[src/rtl/l2_mm_write_buffer.sv]
// l2_mm_write_buffer: posted-write FIFO between the L2 main-memory port and main_memory.
// Absorbs L2 write-backs, drains them to memory in the background, coalesces
// rewrites of a buffered address and forwards L2 reads from the buffer on a hit.
// Ports:
//   clk, reset                 rising-edge clock, synchronous active-high reset
//   L2_read_request / L2_write_request / L2_word_address / L2_wdata   L2 request side
//   L2_rdata, MM_busy          registered read data and busy back to L2
//   mm_read_request / mm_write_request / mm_word_address / mm_wdata   memory request side
//   mm_rdata, mm_busy          read data and busy from main_memory
//   buf_empty                  no buffered entries and no drain in flight
module l2_mm_write_buffer #(
  parameter int unsigned n      = 32,
  parameter int unsigned ADDR_W = 15,
  parameter int unsigned DEPTH  = 4
) (
  input  logic              clk,
  input  logic              reset,
  input  logic              L2_read_request,
  input  logic              L2_write_request,
  input  logic [ADDR_W-1:0] L2_word_address,
  input  logic [n-1:0]      L2_wdata,
  output logic [n-1:0]      L2_rdata,
  output logic              MM_busy,
  output logic              mm_read_request,
  output logic              mm_write_request,
  output logic [ADDR_W-1:0] mm_word_address,
  output logic [n-1:0]      mm_wdata,
  input  logic [n-1:0]      mm_rdata,
  input  logic              mm_busy,
  output logic              buf_empty
);

  localparam int unsigned PTR_W = $clog2(DEPTH);
  localparam int unsigned CNT_W = PTR_W + 1;

  typedef enum logic [2:0] {
    IDLE, RD_ISSUE, RD_ACK, RD_DONE, WR_ISSUE, WR_ACK, WR_DONE
  } state_t;

  state_t             r_state;
  logic [ADDR_W-1:0]  r_addr [DEPTH];
  logic [n-1:0]       r_data [DEPTH];
  logic [PTR_W-1:0]   r_head, r_tail;
  logic [CNT_W-1:0]   r_count;
  logic               r_wr_pend, r_rd_pend, r_hit;
  logic [ADDR_W-1:0]  r_pend_addr;
  logic [n-1:0]       r_pend_data, r_hit_data, r_l2_rdata, r_mm_wdata;
  logic [ADDR_W-1:0]  r_mm_addr;
  logic               r_mm_busy_o, r_mm_rd_req, r_mm_wr_req;

  logic               w_in_wr, w_launch_wr, w_launch_rd, w_hd_busy, w_deq;
  logic               w_wr_acc, w_rd_acc, w_full, w_enq_new, w_enq_pend, w_enq;
  logic               w_rd_hit, w_co_hit;
  logic [n-1:0]       w_rd_data, w_enq_data;
  logic [ADDR_W-1:0]  w_enq_addr;
  logic [PTR_W-1:0]   w_co_idx;

  // Control decode: drain launch, acceptance and enqueue/dequeue strobes
  always_comb begin
    w_in_wr     = (r_state == WR_ISSUE) || (r_state == WR_ACK) || (r_state == WR_DONE);
    w_launch_rd = (r_state == IDLE) && r_rd_pend && !mm_busy;
    w_launch_wr = (r_state == IDLE) && !r_rd_pend && (r_count != '0) && !mm_busy;
    // Head is frozen once its drain starts (including the launch edge itself)
    w_hd_busy   = w_in_wr || w_launch_wr;
    w_deq       = (r_state == WR_DONE) && !mm_busy;
    w_wr_acc    = !r_mm_busy_o && L2_write_request;
    w_rd_acc    = !r_mm_busy_o && L2_read_request && !L2_write_request;
    w_full      = (r_count == CNT_W'(DEPTH)) && !w_deq;
    w_enq_new   = w_wr_acc && !w_co_hit && !w_full;
    w_enq_pend  = r_wr_pend && w_deq;
    w_enq       = w_enq_new || w_enq_pend;
    w_enq_addr  = r_wr_pend ? r_pend_addr : L2_word_address;
    w_enq_data  = r_wr_pend ? r_pend_data : L2_wdata;
  end

  // Address search: read hit (newest wins) and coalesce target (excludes in-flight head)
  always_comb begin
    logic [PTR_W-1:0] v_idx;
    w_rd_hit  = 1'b0;
    w_rd_data = '0;
    w_co_hit  = 1'b0;
    w_co_idx  = '0;
    v_idx     = '0;
    for (int unsigned i = 0; i < DEPTH; i++) begin
      v_idx = r_head + PTR_W'(i);
      if ((CNT_W'(i) < r_count) && (r_addr[v_idx] == L2_word_address)) begin
        w_rd_hit  = 1'b1;
        w_rd_data = r_data[v_idx];
        if (!((i == 0) && w_hd_busy)) begin
          w_co_hit = 1'b1;
          w_co_idx = v_idx;
        end
      end
    end
  end

  // Entry storage; validity is tracked by head/count only
  always_ff @(posedge clk) begin
    if (!reset) begin
      if (w_enq) begin
        r_addr[r_tail] <= w_enq_addr;
        r_data[r_tail] <= w_enq_data;
      end else if (w_wr_acc && w_co_hit) begin
        r_data[w_co_idx] <= L2_wdata;
      end
    end
  end

  // Memory-side FSM, upstream handshake and FIFO bookkeeping
  always_ff @(posedge clk) begin
    if (reset) begin
      r_state     <= IDLE;
      r_head      <= '0;
      r_tail      <= '0;
      r_count     <= '0;
      r_wr_pend   <= 1'b0;
      r_rd_pend   <= 1'b0;
      r_hit       <= 1'b0;
      r_pend_addr <= '0;
      r_pend_data <= '0;
      r_hit_data  <= '0;
      r_l2_rdata  <= '0;
      r_mm_busy_o <= 1'b0;
      r_mm_rd_req <= 1'b0;
      r_mm_wr_req <= 1'b0;
      r_mm_addr   <= '0;
      r_mm_wdata  <= '0;
    end else begin
      r_mm_rd_req <= 1'b0;
      r_mm_wr_req <= 1'b0;
      case (r_state)
        IDLE: begin
          if (w_launch_rd) begin
            r_state     <= RD_ISSUE;
            r_mm_rd_req <= 1'b1;
            r_mm_addr   <= r_pend_addr;
          end else if (w_launch_wr) begin
            r_state     <= WR_ISSUE;
            r_mm_wr_req <= 1'b1;
            r_mm_addr   <= r_addr[r_head];
            r_mm_wdata  <= r_data[r_head];
          end
        end
        RD_ISSUE: r_state <= RD_ACK;
        RD_ACK:   if (mm_busy) r_state <= RD_DONE;
        RD_DONE: begin
          if (!mm_busy) begin
            r_state     <= IDLE;
            r_l2_rdata  <= mm_rdata;
            r_rd_pend   <= 1'b0;
            r_mm_busy_o <= 1'b0;
          end
        end
        WR_ISSUE: r_state <= WR_ACK;
        WR_ACK:   if (mm_busy) r_state <= WR_DONE;
        WR_DONE:  if (!mm_busy) r_state <= IDLE;
        default:  r_state <= IDLE;
      endcase

      // Buffer hit: one busy cycle, then present the captured entry data
      if (r_hit) begin
        r_hit       <= 1'b0;
        r_l2_rdata  <= r_hit_data;
        r_mm_busy_o <= 1'b0;
      end

      if (w_wr_acc && !w_co_hit && w_full) begin
        r_wr_pend   <= 1'b1;
        r_pend_addr <= L2_word_address;
        r_pend_data <= L2_wdata;
        r_mm_busy_o <= 1'b1;
      end else if (w_rd_acc) begin
        r_mm_busy_o <= 1'b1;
        if (w_rd_hit) begin
          r_hit      <= 1'b1;
          r_hit_data <= w_rd_data;
        end else begin
          r_rd_pend   <= 1'b1;
          r_pend_addr <= L2_word_address;
        end
      end

      // Stalled write lands in the slot freed by the head drain
      if (w_enq_pend) begin
        r_wr_pend   <= 1'b0;
        r_mm_busy_o <= 1'b0;
      end

      r_head  <= r_head + PTR_W'(w_deq);
      r_tail  <= r_tail + PTR_W'(w_enq);
      r_count <= r_count + CNT_W'(w_enq) - CNT_W'(w_deq);
    end
  end

  assign L2_rdata         = r_l2_rdata;
  assign MM_busy          = r_mm_busy_o;
  assign mm_read_request  = r_mm_rd_req;
  assign mm_write_request = r_mm_wr_req;
  assign mm_word_address  = r_mm_addr;
  assign mm_wdata         = r_mm_wdata;
  assign buf_empty        = (r_count == '0) && !w_in_wr;

endmodule

[config.mk]
export PLATFORM = sky130hd
export DESIGN_NAME = l2_mm_write_buffer
export DESIGN_NICKNAME = d
export VERILOG_FILES = /design/src/rtl/l2_mm_write_buffer.sv
export SDC_FILE = /design/constraint.sdc
export NUM_CORES = 1
export LEC_CHECK = 0
export ABC_AREA = 1
export BUFFER_PORTS_ARGS = -buffer_cell sky130_fd_sc_hd__clkbuf_2
export CORE_MARGIN = 2
export CORE_UTILIZATION = 55
export CTS_CLUSTER_DIAMETER = 150
export CTS_CLUSTER_SIZE = 30
export DETAILED_ROUTE_END_ITERATION = 10
export HOLD_SLACK_MARGIN = 0.08
export PLACE_DENSITY = 0.77
export SLEW_MARGIN = 10
export SYNTH_ARGS = -nofsm -noshare
export SYNTH_HDL_FRONTEND = slang
export SYNTH_SLANG_ARGS = --single-unit
[constraint.sdc]
create_clock -name clk -period 3.95 [get_ports clk]
set_input_delay 0.395 -clock clk [delete_from_list [all_inputs] [get_ports clk]]
set_output_delay 0.395 -clock clk [all_outputs]
set_load 0.02 [all_outputs]
Word level (Yosys, flattened, before mapping)
Memory sizes are Yosys's and may differ from the RTL's. A register that Yosys moved wholly into a read port is not among the register bits.
Cells that the tools add are included.
{"block": "word_totals", "register_bits": 174, "ram_bits": 188, "in_bits": 84, "elab_cells": 162, "mem_count": 2}
{"memory": "r_data", "words": 4, "width": 32, "read_ports": 4, "rd_clocked_by_memory_dff": 1, "wr": 1, "line": "42", "text": "logic [n-1:0] r_data [DEPTH];"}
{"memory": "r_addr", "words": 4, "width": 15, "read_ports": 4, "rd_clocked_by_memory_dff": 1, "wr": 1, "line": "41", "text": "logic [ADDR_W-1:0] r_addr [DEPTH];"}
{"block": "classes", "addsub": 7, "n_lt_le_gt_ge": 4, "eq_ne": 18, "muxes": 59, "bitwise": 4, "reduce_logical": 52}
{"op": "$mux W32", "n": 9}
{"op": "$mux W15", "n": 6}
{"op": "$eq A15 B15 Y1", "n": 4}
{"op": "$reduce_or A32 Y1", "n": 1}
{"op": "$mux W1", "n": 30}
{"op": "$logic_and A1 B1 Y1", "n": 20}
{"op": "$pmux W3 S6", "n": 1}
{"op": "$mux W2", "n": 8}
{"op": "$mux W3", "n": 5}
{"op": "$eq A3 B3 Y1 const B", "n": 4}
{"op": "$logic_not A1 Y1", "n": 8}
{"op": "$reduce_and A2 Y1", "n": 4}
{"op": "$eq A3 B2 Y1 const B", "n": 2}
{"op": "$logic_not A3 Y1", "n": 2}
{"op": "$lt A1 B3 Y1 const A", "n": 2}
{"op": "$lt A2 B3 Y1 const A", "n": 2}
{"op": "$ne A2 B2 Y1 const B", "n": 3}
{"op": "$reduce_and A3 Y1", "n": 2}
{"op": "$reduce_bool A2 Y1", "n": 3}
{"op": "$reduce_or A2 Y1", "n": 3}
{"op": "$reduce_or A3 Y1", "n": 2}
{"op": "$add A2 B1 Y2", "n": 2}
{"op": "$add A2 B2 Y2 const B", "n": 2}
{"op": "$logic_or A1 B1 Y1", "n": 4}
{"op": "other kinds (11)", "n": 15}

Longest topological paths before layout
Gate-level depths: netlist of the first run.
{"block": "logic_depth", "word_depth": 19, "mapped_depth": 25, "ltp_nobuf": 22}

Worst setup path before layout of the first run
OpenSTA, ideal clock, no wires.
{"block": "synth_path", "path_kind": "register to register", "startpoint": "register r_head[0]", "endpoint": "memory r_data[1][0], enable pin", "setup_time_ns": 0.421, "arrival_time_ns": 3.556, "t_required_ns": 3.529, "path_slack_ns": -0.028, "stages_incl_launch_ff": 20, "n_path_buf": 5, "path_cell_list": "dfxtp_1 > buf_2 > inv_2 > buf_6 > buf_2 > nand2_1 > nand3_1 > nand2_1 > nand2_1 > a21oi_1 > nand2_1 > nor2_1 > nand2_1 > buf_2 > buf_2 > o21ai_0 > nor2_1 > o21ai_0 > nand2_1 > nor2_1"}
{"block": "synth_via", "elab_chain_cells": 16, "word_cells_on_any_way": 33, "cone_classes": "add/sub: 3; eq/ne: 3; mux: 17; reduce/logical: 9; memory: 1"}
{"element": "start: declaration", "line": "43", "text": "logic [PTR_W-1:0] r_head, r_tail;"}
{"element": "start signal: assignment", "line": "189", "text": "r_head <= r_head + PTR_W'(w_deq);"}
{"element": "$add A2 B1 Y2", "line": "85", "text": "v_idx = r_head + PTR_W'(i);"}
{"element": "$mem_v2 Z4 W15"}
{"element": "$eq A15 B15 Y1", "line": "86", "text": "if ((CNT_W'(i) < r_count) && (r_addr[v_idx] == L2_word_address)) begin"}
{"element": "$logic_and A1 B1 Y1", "line": "86"}
{"element": "$mux W1 (3 in a row)", "line": "86"}
{"element": "$logic_not A1 Y1", "line": "69", "text": "w_enq_new = w_wr_acc && !w_co_hit && !w_full;"}
{"element": "$logic_and A1 B1 Y1 (2 in a row)", "line": "69"}
{"element": "$logic_or A1 B1 Y1", "line": "71", "text": "w_enq = w_enq_new || w_enq_pend;"}
{"element": "$mux W1", "line": "100", "text": "if (w_enq) begin"}
{"element": "$mux W1", "line": "99", "text": "if (!reset) begin"}
{"element": "$mux W1 (not written as such)", "line": "104", "text": "r_data[w_co_idx] <= L2_wdata;"}
{"element": "$reduce_or A32 Y1 (no source line)"}
{"element": "$mux W2 (no source line) / $mux W1 (equally long branches)"}
{"element": "end: declaration", "line": "42"}
Parallel ways exist; a longest one is shown, timed or not.

Worst setup path after layout of the first run
{"block": "layout_path", "startpoint": "register r_head[0]", "endpoint": "memory r_data[0][12], data pin"}
{"block": "layout_via", "elab_chain_cells": 16, "word_cells_on_any_way": 24, "cone_classes": "add/sub: 3; eq/ne: 3; mux: 8; reduce/logical: 9; memory: 1"}
{"element": "$add A2 B1 Y2", "line": "85"}
{"element": "$mem_v2 Z4 W15 (*)"}
{"element": "$eq A15 B15 Y1", "line": "86"}
{"element": "$logic_and A1 B1 Y1", "line": "86"}
{"element": "$mux W1 (2 in a row)", "line": "86"}
{"element": "$mux W1 (*)", "line": "86"}
{"element": "$logic_not A1 Y1", "line": "69"}
{"element": "$logic_and A1 B1 Y1 (2 in a row)", "line": "69"}
{"element": "$logic_or A1 B1 Y1", "line": "71"}
{"element": "$mux W1 (*)", "line": "100"}
{"element": "$mux W1 (*)", "line": "99"}
{"element": "$mux W1 (not written as such) (*)", "line": "104"}
{"element": "$reduce_or A32 Y1 (no source line) (*)"}
{"element": "$mux W32 (no source line) (*)"}
Every way passes the cells marked *; elsewhere a longest branch is shown, timed or not.

==> results of run 1 <==
[through the flow]
step	instances	worst slack [ns]	hold WS, ns	cell area [µm²]	total power, mW
after floorplan	2926	0.0229	0.425	20300	6.25
after global placement	3418	0.182	0.433	21300	7.01
after detailed placement	3418	0.127	0.439	21300	7.07
after CTS	3445	0.0993	0.132	21800	9.03
after global routing	3445	0.0142	0.136	21800	9.51
final	3445	0.298	0.152	21800	9.02
[power breakdown]
part / switching [mW] / internal (mW) / leakage (nW)
logic: 1.70 / 0.700 / 6.73
registers: 0.233 / 4.38 / 3.12
clock network: 1.17 / 0.830 / 0.232
[synth_stat cells, types with 3 or more instances]
library cell  number
nand3_1          233
clkinv_1           3
buf_2             36
buf_6              8
ha_1               6
inv_1            250
o211ai_1           6
o21ai_0          415
nand2_1          964
nor3_1             8
inv_2              3
or2_2             29
nand2_2            4
o21ai_1            6
buf_4             16
nand4_1            9
clkbuf_1          97
dfxtp_1          174
a211oi_1          22
buf_1             24
edfxtp_1         188
a31oi_1           18
nor2_2             4
nor2_1           270
a21oi_1          119
[worst min-delay path, cell delays in order]
cell	delay [ns]
clkbuf_2	0.09
o21ai_1	0.06
a21oi_1	0.10
[sequential cells by signal (all words and copies together) (netlist names)]
register          count
r_tail                2
mm_word_address      15
r_pend_addr          15
r_hit_data           32
r_count               3
r_hit                 1
r_addr               60
mm_wdata             32
r_state               3
mm_write_request      1
MM_busy               1
r_rd_pend             1
L2_rdata             32
r_data              128
r_wr_pend             1
r_pend_data          32
mm_read_request       1
r_head                2
[final cells by class]
| class | count | area [µm²] | area share [%] |
|---|---|---|---|
| sequential | 362 | 9130 | 41.9 |
| clock inverter | 1 | 30.0 | 0.138 |
| timing repair buffer | 206 | 1230 | 5.66 |
| inverter | 257 | 971 | 4.45 |
| tap | 468 | 586 | 2.69 |
| multi-input combinational | 2125 | 9390 | 43.1 |
| clock buffer | 26 | 459 | 2.11 |
[cell families after synthesis]
logic type	count (synthesis)
XOR/XNOR	3
AO/OA/AOI/OAI	587
AND/OR/NAND/NOR	1528
adder cells (fa/ha/maj)	7
flip-flops	362
buffers and inverters	439
[worst min-delay path by stage]
stage	from	to	cells after the start
after floorplan	r_pend_data[0]$_SDFFE_PP0P_	r_pend_data[0]$_SDFFE_PP0P_	2
after global placement	r_pend_data[0]$_SDFFE_PP0P_	r_pend_data[0]$_SDFFE_PP0P_	2
after detailed placement	r_pend_data[30]$_SDFFE_PP0P_	r_pend_data[30]$_SDFFE_PP0P_	2
after CTS	L2_wdata[30]	r_pend_data[30]$_SDFFE_PP0P_	3
after global routing	L2_wdata[30]	r_pend_data[30]$_SDFFE_PP0P_	3
final	L2_wdata[30]	r_pend_data[30]$_SDFFE_PP0P_	3
[repair_timing]
item	CTS	global route
hold buffers	0	0
hold endpoints to repair	0	0
setup buffers	0	0
gates resized for setup	0	6
endpoints found under the setup margin	0	88
[layout by cell type (no fill, tap or decap), drive strengths merged]
master  count
nor4        2
o211ai      6
xnor2       2
nand3     235
dfxtp     174
nor3        8
a31oi      18
clkinv      5
inv       253
nand4       9
o21ai     421
nand2     969
a211oi     22
xor2        1
ha          6
clkbuf    192
fa          1
a21oi     119
nor2      275
edfxtp    188
buf        40
o31ai       1
or2        29
nand3b      1
[metal layers]
layer	part of all wire, %	wire, µm	GRT usage (%)
met1	44	25500	41.8
met2	45	26500	49.9
met3	7.6	4430	3.80
met4	3.4	2000	10.2
met5	0	0	0
==> summary.md, run 1 <==
| Metric | Value |
|---|---|
| Main combinational cell family by area after synthesis | `simple AND/OR/NAND/NOR gates` |
| Min cycle time layout | `3.65 ns` |
| CP startpoint | `r_head[0]$_SDFF_PP0_` |
| # DRC | `0` |
| Mean Syn Cell Area | `6.94 µm²` |
| Post-synth cell types | `36` |
| Largest net degree at the start of global routing | `125` |
| Post-layout util | `59.9%` |
| Initial antenna violation count | `0` |
| Synth top area share | `27.8%` |
| Layout cell share with drive strength beyond 1 | `9.54%` |
| CTS sink cnt | `362` |
| I/O pin total | `167` |
| Number of global-route vias before repair | `17300` |
| Via/cell ratio | `5.56` |
| Mux cell area share after synthesis | `0%` |
| Buf+Inv Stages, Crit Path | `3` |
| Pwr dens | `414 mW/mm²` |
| GRT Total Usage | `30.4%` |
| Clock skew | `0.0547 ns` |
| H-tree depth | `1` |
| Number of flops mapped to enable cells by yosys | `188` |
| N_diodes | `0` |
| Post-synth net total | `3017` |
| Seq/Total Area, Yosys | `45.0%` |
| Die Wd | `196 µm` |
| Detail Route Antenna Nets | `0` |
| Crit path top cell by count | `nand2_1` |
| Cells after Synth | `2926` |
| HPWL after detailed placement | `41600 µm` |
| Register-to-Register Path Depth | `15` |
| Worst-path maximum fanout | `106` |
| Synth Flop Type | `edfxtp_1` |
| Layout Nets | `3059` |
| CP top delay family | `simple AND/OR/NAND/NOR gates` |
| Status | `finished, final reports clean` |
| RSZ-0062 raised after global routing | `false` |
| Global-route wire length before repair | `92800 µm` |
| Crit path kind | `flop to flop` |
| IO Port Bufs | `166` |
| Max Slew Vio Count | `0` |
| CTS Root Cell | `clkbuf_16` |
| Critical Path RT | `4.19 ns` |
| Grt ovf | `0` |
| F_max | `0.274 GHz` |
| Adder-cell share of the synthesized area | `0.468%` |
| Seq cells post-synth | `362` |
| End point of the critical path | `r_data[0][12]$_DFFE_PP_` |
| Fin crit share | `92.4%` |
| Routed WL per cell | `17.0 µm` |
| Least-Margin Pin Slew | `1.03 ns` |
| Max Cap Violations | `0` |
| Ys async rst share | `0%` |
| Worst setup SP type | `flop` |
| CTS max path bufs | `3` |
| Post-Synth Simple-Gate Area | `30.5%` |
| CTS tree | `done` |
| Setup Viol. Count Final | `0` |
| Die area | `0.0385 mm²` |
| CORE AREA | `0.0364 mm²` |
| Final WL | `58500 µm` |
| Setup TNS | `0 ns` |
| Layout area overhead | `7.45%` |
| Peak VDD IR | `0.423 mV` |
| Skew-Pair Late Insertion Delay | `0.54 ns` |
| Die height | `196 µm` |
| TritonRoute pass-1 iters | `6` |
| Critical-path cell list | `buf_12 > nand2_1 > nand3_1 > nand2_1 > o21ai_0 > nor2_1 > nand2_1 > nor2_1 > nand2_2 > buf_6 > nand4_1 > nand2_1 > nand2_2 > buf_12 > o21ai_0` |
| Post-Syn Area | `0.0203 mm²` |
| Fill count | `3345` |
| Number of CTS-inserted buffers | `16` |
| Synth top area cells | `edfxtp_1, nand2_1, dfxtp_1` |
| Vias | `19200` |
| Worst reg2reg endpoint | `r_data[0][12]$_DFFE_PP_` |
| Max-slew headroom | `31.0%` |
| Launch point of the worst reg-to-reg path | `r_head[0]$_SDFF_PP0_` |
| GPL Wtd Cong | `0.993` |
| Area leader, netlist | `edfxtp_1` |
| Worst Setup End Kind | `flop` |
| Final hold vios | `0` |
| XOR/XNOR share of the synthesized area | `0.129%` |
| Crit path depth | `15` |
| Synth Area in Compound Gates | `14.9%` |
| Initial Util | `55.7%` |
| Row Count | `70` |
| Initial DRC count | `1935` |
| CP max-delay cell | `o21ai_0` |
| Arrival @ worst endpoint | `3.90 ns` |
| Clock transition at path regs | `0.11 ns` |
| Leak | `10.1 nW` |
| Critical Path Max Stage Delay | `0.56 ns` |
| HP Class | `primary input to flop` |
| Yosys warns | `0` |
| Flop2flop setup slack | `0.30 ns` |
Note: power is estimated with default switching activity, not from simulation.
==> run 2: changes to the inputs <==
--- a/config.mk
+++ b/config.mk
@@ -8,12 +8,12 @@
 export ABC_AREA = 1
 export BUFFER_PORTS_ARGS = -buffer_cell sky130_fd_sc_hd__clkbuf_2
 export CORE_MARGIN = 2
-export CORE_UTILIZATION = 55
+export CORE_UTILIZATION = 50
 export CTS_CLUSTER_DIAMETER = 150
 export CTS_CLUSTER_SIZE = 30
 export DETAILED_ROUTE_END_ITERATION = 10
 export HOLD_SLACK_MARGIN = 0.08
-export PLACE_DENSITY = 0.77
+export PLACE_DENSITY = 0.71
 export SLEW_MARGIN = 10
 export SYNTH_ARGS = -nofsm -noshare
 export SYNTH_HDL_FRONTEND = slang
==> run 2 against run 1 <==
Net effect: first-iteration DRC count up 0.21%; clock skew down 0.018 ns; clock power up 3%; design area up 0.81%; critical endpoint is now r_count[2]$_SDFF_PP0_; worst setup slack worse by 0.040 ns.
==> summary.md, run 2 (synthesized netlist as in run 1, its figures left out) <==
| Metric | Value |
|---|---|
| Status | `finished, final reports clean` |
| Setup Viol. Count Final | `0 (unchanged)` |
| Commonest non-fill, non-tap cell in the layout | `nand2_1` |
| GPL Wtd Cong | `0.960 (-3.4%)` |
| CTS tree | `done` |
| Seq pwr share | `50.7% (-0.5 points)` |
| Regs by FF count | `r_data (128), r_addr (60)` |
| Clock share of power | `22.6% (+0.5 points)` |
| Min cycle time layout | `3.69 ns (+0.0398 ns)` |
| Largest net degree at the start of global routing | `111 (-11%)` |
| Final WL | `60800 µm (+3.8%)` |
| Clock skew | `0.0368 ns (-0.0179 ns)` |
| Leak | `10.1 nW (+0.67%)` |
| Worst Setup End Kind | `flop` |
| I/O pin total | `167 (unchanged)` |
| IO Port Bufs | `166 (unchanged)` |
| Max Cap Violations | `0 (unchanged)` |
| Max-slew headroom | `24.9% (-6.1 points)` |
| Initial DRC count | `1939 (+0.21%)` |
| Reg area | `0.00913 mm² (unchanged)` |
| Global-route wire length before repair | `94300 µm (+1.7%)` |
| Register-to-Register Path Depth | `21 (+6)` |
| TritonRoute pass-1 iters | `8 (+2)` |
| Grt ovf | `0 (unchanged)` |
| Skew-Pair Late Insertion Delay | `0.55 ns (about the same)` |
| Commonest non-fill, non-tap cells in the layout | `nand2_1, o21ai_0, nor2_1, inv_1, nand3_1` |
| Least-Margin Pin Slew | `1.13 ns (+0.0911 ns)` |
| GRT Total Usage | `28.6% (-1.8 points)` |
| Vias | `19300 (+0.44%)` |
| Routed WL per cell | `17.3 µm (+1.9%)` |
| Hold-fix buffers, CTS | `0 (unchanged)` |
| Final WS setup | `0.258 ns (-0.0398 ns)` |
| F_max | `0.271 GHz (-1.1%)` |
| # DRC | `0 (unchanged)` |
| Fill count | `3799 (+14%)` |
| P_int | `5.96 mW (+0.73%)` |
| Layout Nets | `3068 (+0.29%)` |
| Net switching power | `3.17 mW (+2.1%)` |
| Max Slew Vio Count | `0 (unchanged)` |
| Arrival @ worst endpoint | `4.12 ns (+0.22 ns)` |
| CORE AREA | `0.0399 mm² (+9.6%)` |
| Gate power share | `26.7% (about the same)` |
| Number of global-route vias before repair | `17000 (-1.5%)` |
| Via/cell ratio | `5.48 (-1.4%)` |
| Worst Setup Slack post-DPL | `0.238 ns (+0.111 ns)` |
| RSZ-0062 raised after global routing | `false` |
| Area occupied by multi-input gates | `0.00941 mm² (+0.20%)` |
| N_diodes | `0 (unchanged)` |
| Largest reg by FF count | `r_data` |
| Fin crit share | `93.5% (+1.0 points)` |
| Die Wd | `205 µm (+4.8%)` |
| Area post-placement | `0.0214 mm² (+0.56%)` |
| Layout area overhead | `8.32%` |
| Detail Route Antenna Nets | `0 (unchanged)` |
| Row Count | `73 (+4.3%)` |
| Worst-path maximum fanout | `40 (-62%)` |
| Worst setup SP type | `flop` |
| HP Class | `primary input to flop` |
| Peak VDD IR | `0.340 mV (-20%)` |
| Initial antenna violation count | `0 (unchanged)` |
| Hold path depth | `3 (unchanged)` |
| Switching portion of total power | `34.7% (+0.32 points)` |
| Setup TNS | `0 ns (unchanged)` |
| Final hold vios | `0 (unchanged)` |
| CTS max path bufs | `3 (unchanged)` |
| HPWL after detailed placement | `44200 µm (+6.2%)` |
| H-tree depth | `1 (unchanged)` |
| Die area | `0.0422 mm² (+9.8%)` |
| CTS sink cnt | `362 (unchanged)` |
| Max FFs per register | `128 (unchanged)` |
| Layout cell share with drive strength beyond 1 | `9.91% (+0.37 points)` |
| Crit path kind | `flop to flop` |
| Initial Util | `50.9% (-4.9 points)` |
| Pwr dens | `415 mW/mm² (+0.41%)` |
| Number of CTS-inserted buffers | `16 (unchanged)` |
| CTS Root Cell | `clkbuf_16` |
| Critical Path RT | `4.38 ns (+0.19 ns)` |
| Die height | `205 µm (+4.8%)` |
| Clock transition at path regs | `0.12 ns (about the same)` |
| Post-route cell area | `0.0220 mm² (+0.81%)` |
-- run 2: what timing repair did --
item	4_1_cts	5_1_grt
setup endpoints to repair	0	138
gates resized for setup	0	7
setup buffers	0	1
-- run 2: path summary, 6_finish.rpt --
kind | to | slack (ns) | startpoint
worst max-delay path | r_count[2]$_SDFF_PP0_ | 0.26 | r_head[0]$_SDFF_PP0_
worst min-delay path | r_pend_data[29]$_SDFFE_PP0P_ | 0.13 | L2_wdata[29]
worst min register to register | r_pend_data[0]$_SDFFE_PP0P_ | 0.45 | r_pend_data[0]$_SDFFE_PP0P_
worst max register to register | r_count[2]$_SDFF_PP0_ | 0.26 | r_head[0]$_SDFF_PP0_
-- run 2: final cells by class --
class / instances / share of cell area (%)
sequential: 362 / 41.5
clock buffer: 26 / 2.19
inverter: 257 / 4.42
tap: 525 / 2.99
multi-input combinational: 2125 / 42.8
clock inverter: 1 / 0.137
timing repair buffer: 215 / 5.91
-- run 2: per-layer routing --
metal | global-route usage, % | part of all wire [%] | vias up
met2 | 44.9 | 44 | 743
met1 | 40.9 | 45 | 8819
met5 | 0 | 0 | -
li1 | - | - | 9589
met4 | 9.04 | 3.3 | 0
met3 | 3.69 | 7.9 | 105
-- run 2: power by group through the flow --
stage,sequential (mW),clock (mW),combinational [mW]
global placement,4.70,0,2.36
global route,4.66,2.22,2.72
finish,4.62,2.07,2.44
detailed placement,4.71,0,2.40
floorplan,4.82,0,1.43
CTS,4.62,2.10,2.41
-- run 2: worst max-delay path, stage by stage (launching register included) --
cell and delay, ns:
dfxtp_4 0.52, inv_4 0.08, nand2_1 0.17, nand2_8 0.23
nand2_1 0.16, nand3_1 0.19, nand2_1 0.13, nor2_1 0.05
nand2_1 0.06, nor2_2 0.05, nand2_4 0.12, nand3_2 0.13
nor2_2 0.17, nand3_1 0.09, nand2_1 0.16, inv_1 0.09
ha_1 0.28, inv_1 0.04, ha_1 0.18, fa_1 0.41
xor2_1 0.17, nor2_1 0.05
-- run 2: per-stage QoR --
stage	hold slack (ns)	cells	power [mW]	util, %
global route	0.134	3511	9.60	55.1
global placement	0.433	3483	7.05	53.7
floorplan	0.425	2926	6.25	-
CTS	0.115	3510	9.13	55.0
detailed placement	0.439	3483	7.11	53.7
finish	0.128	3511	9.13	55.1
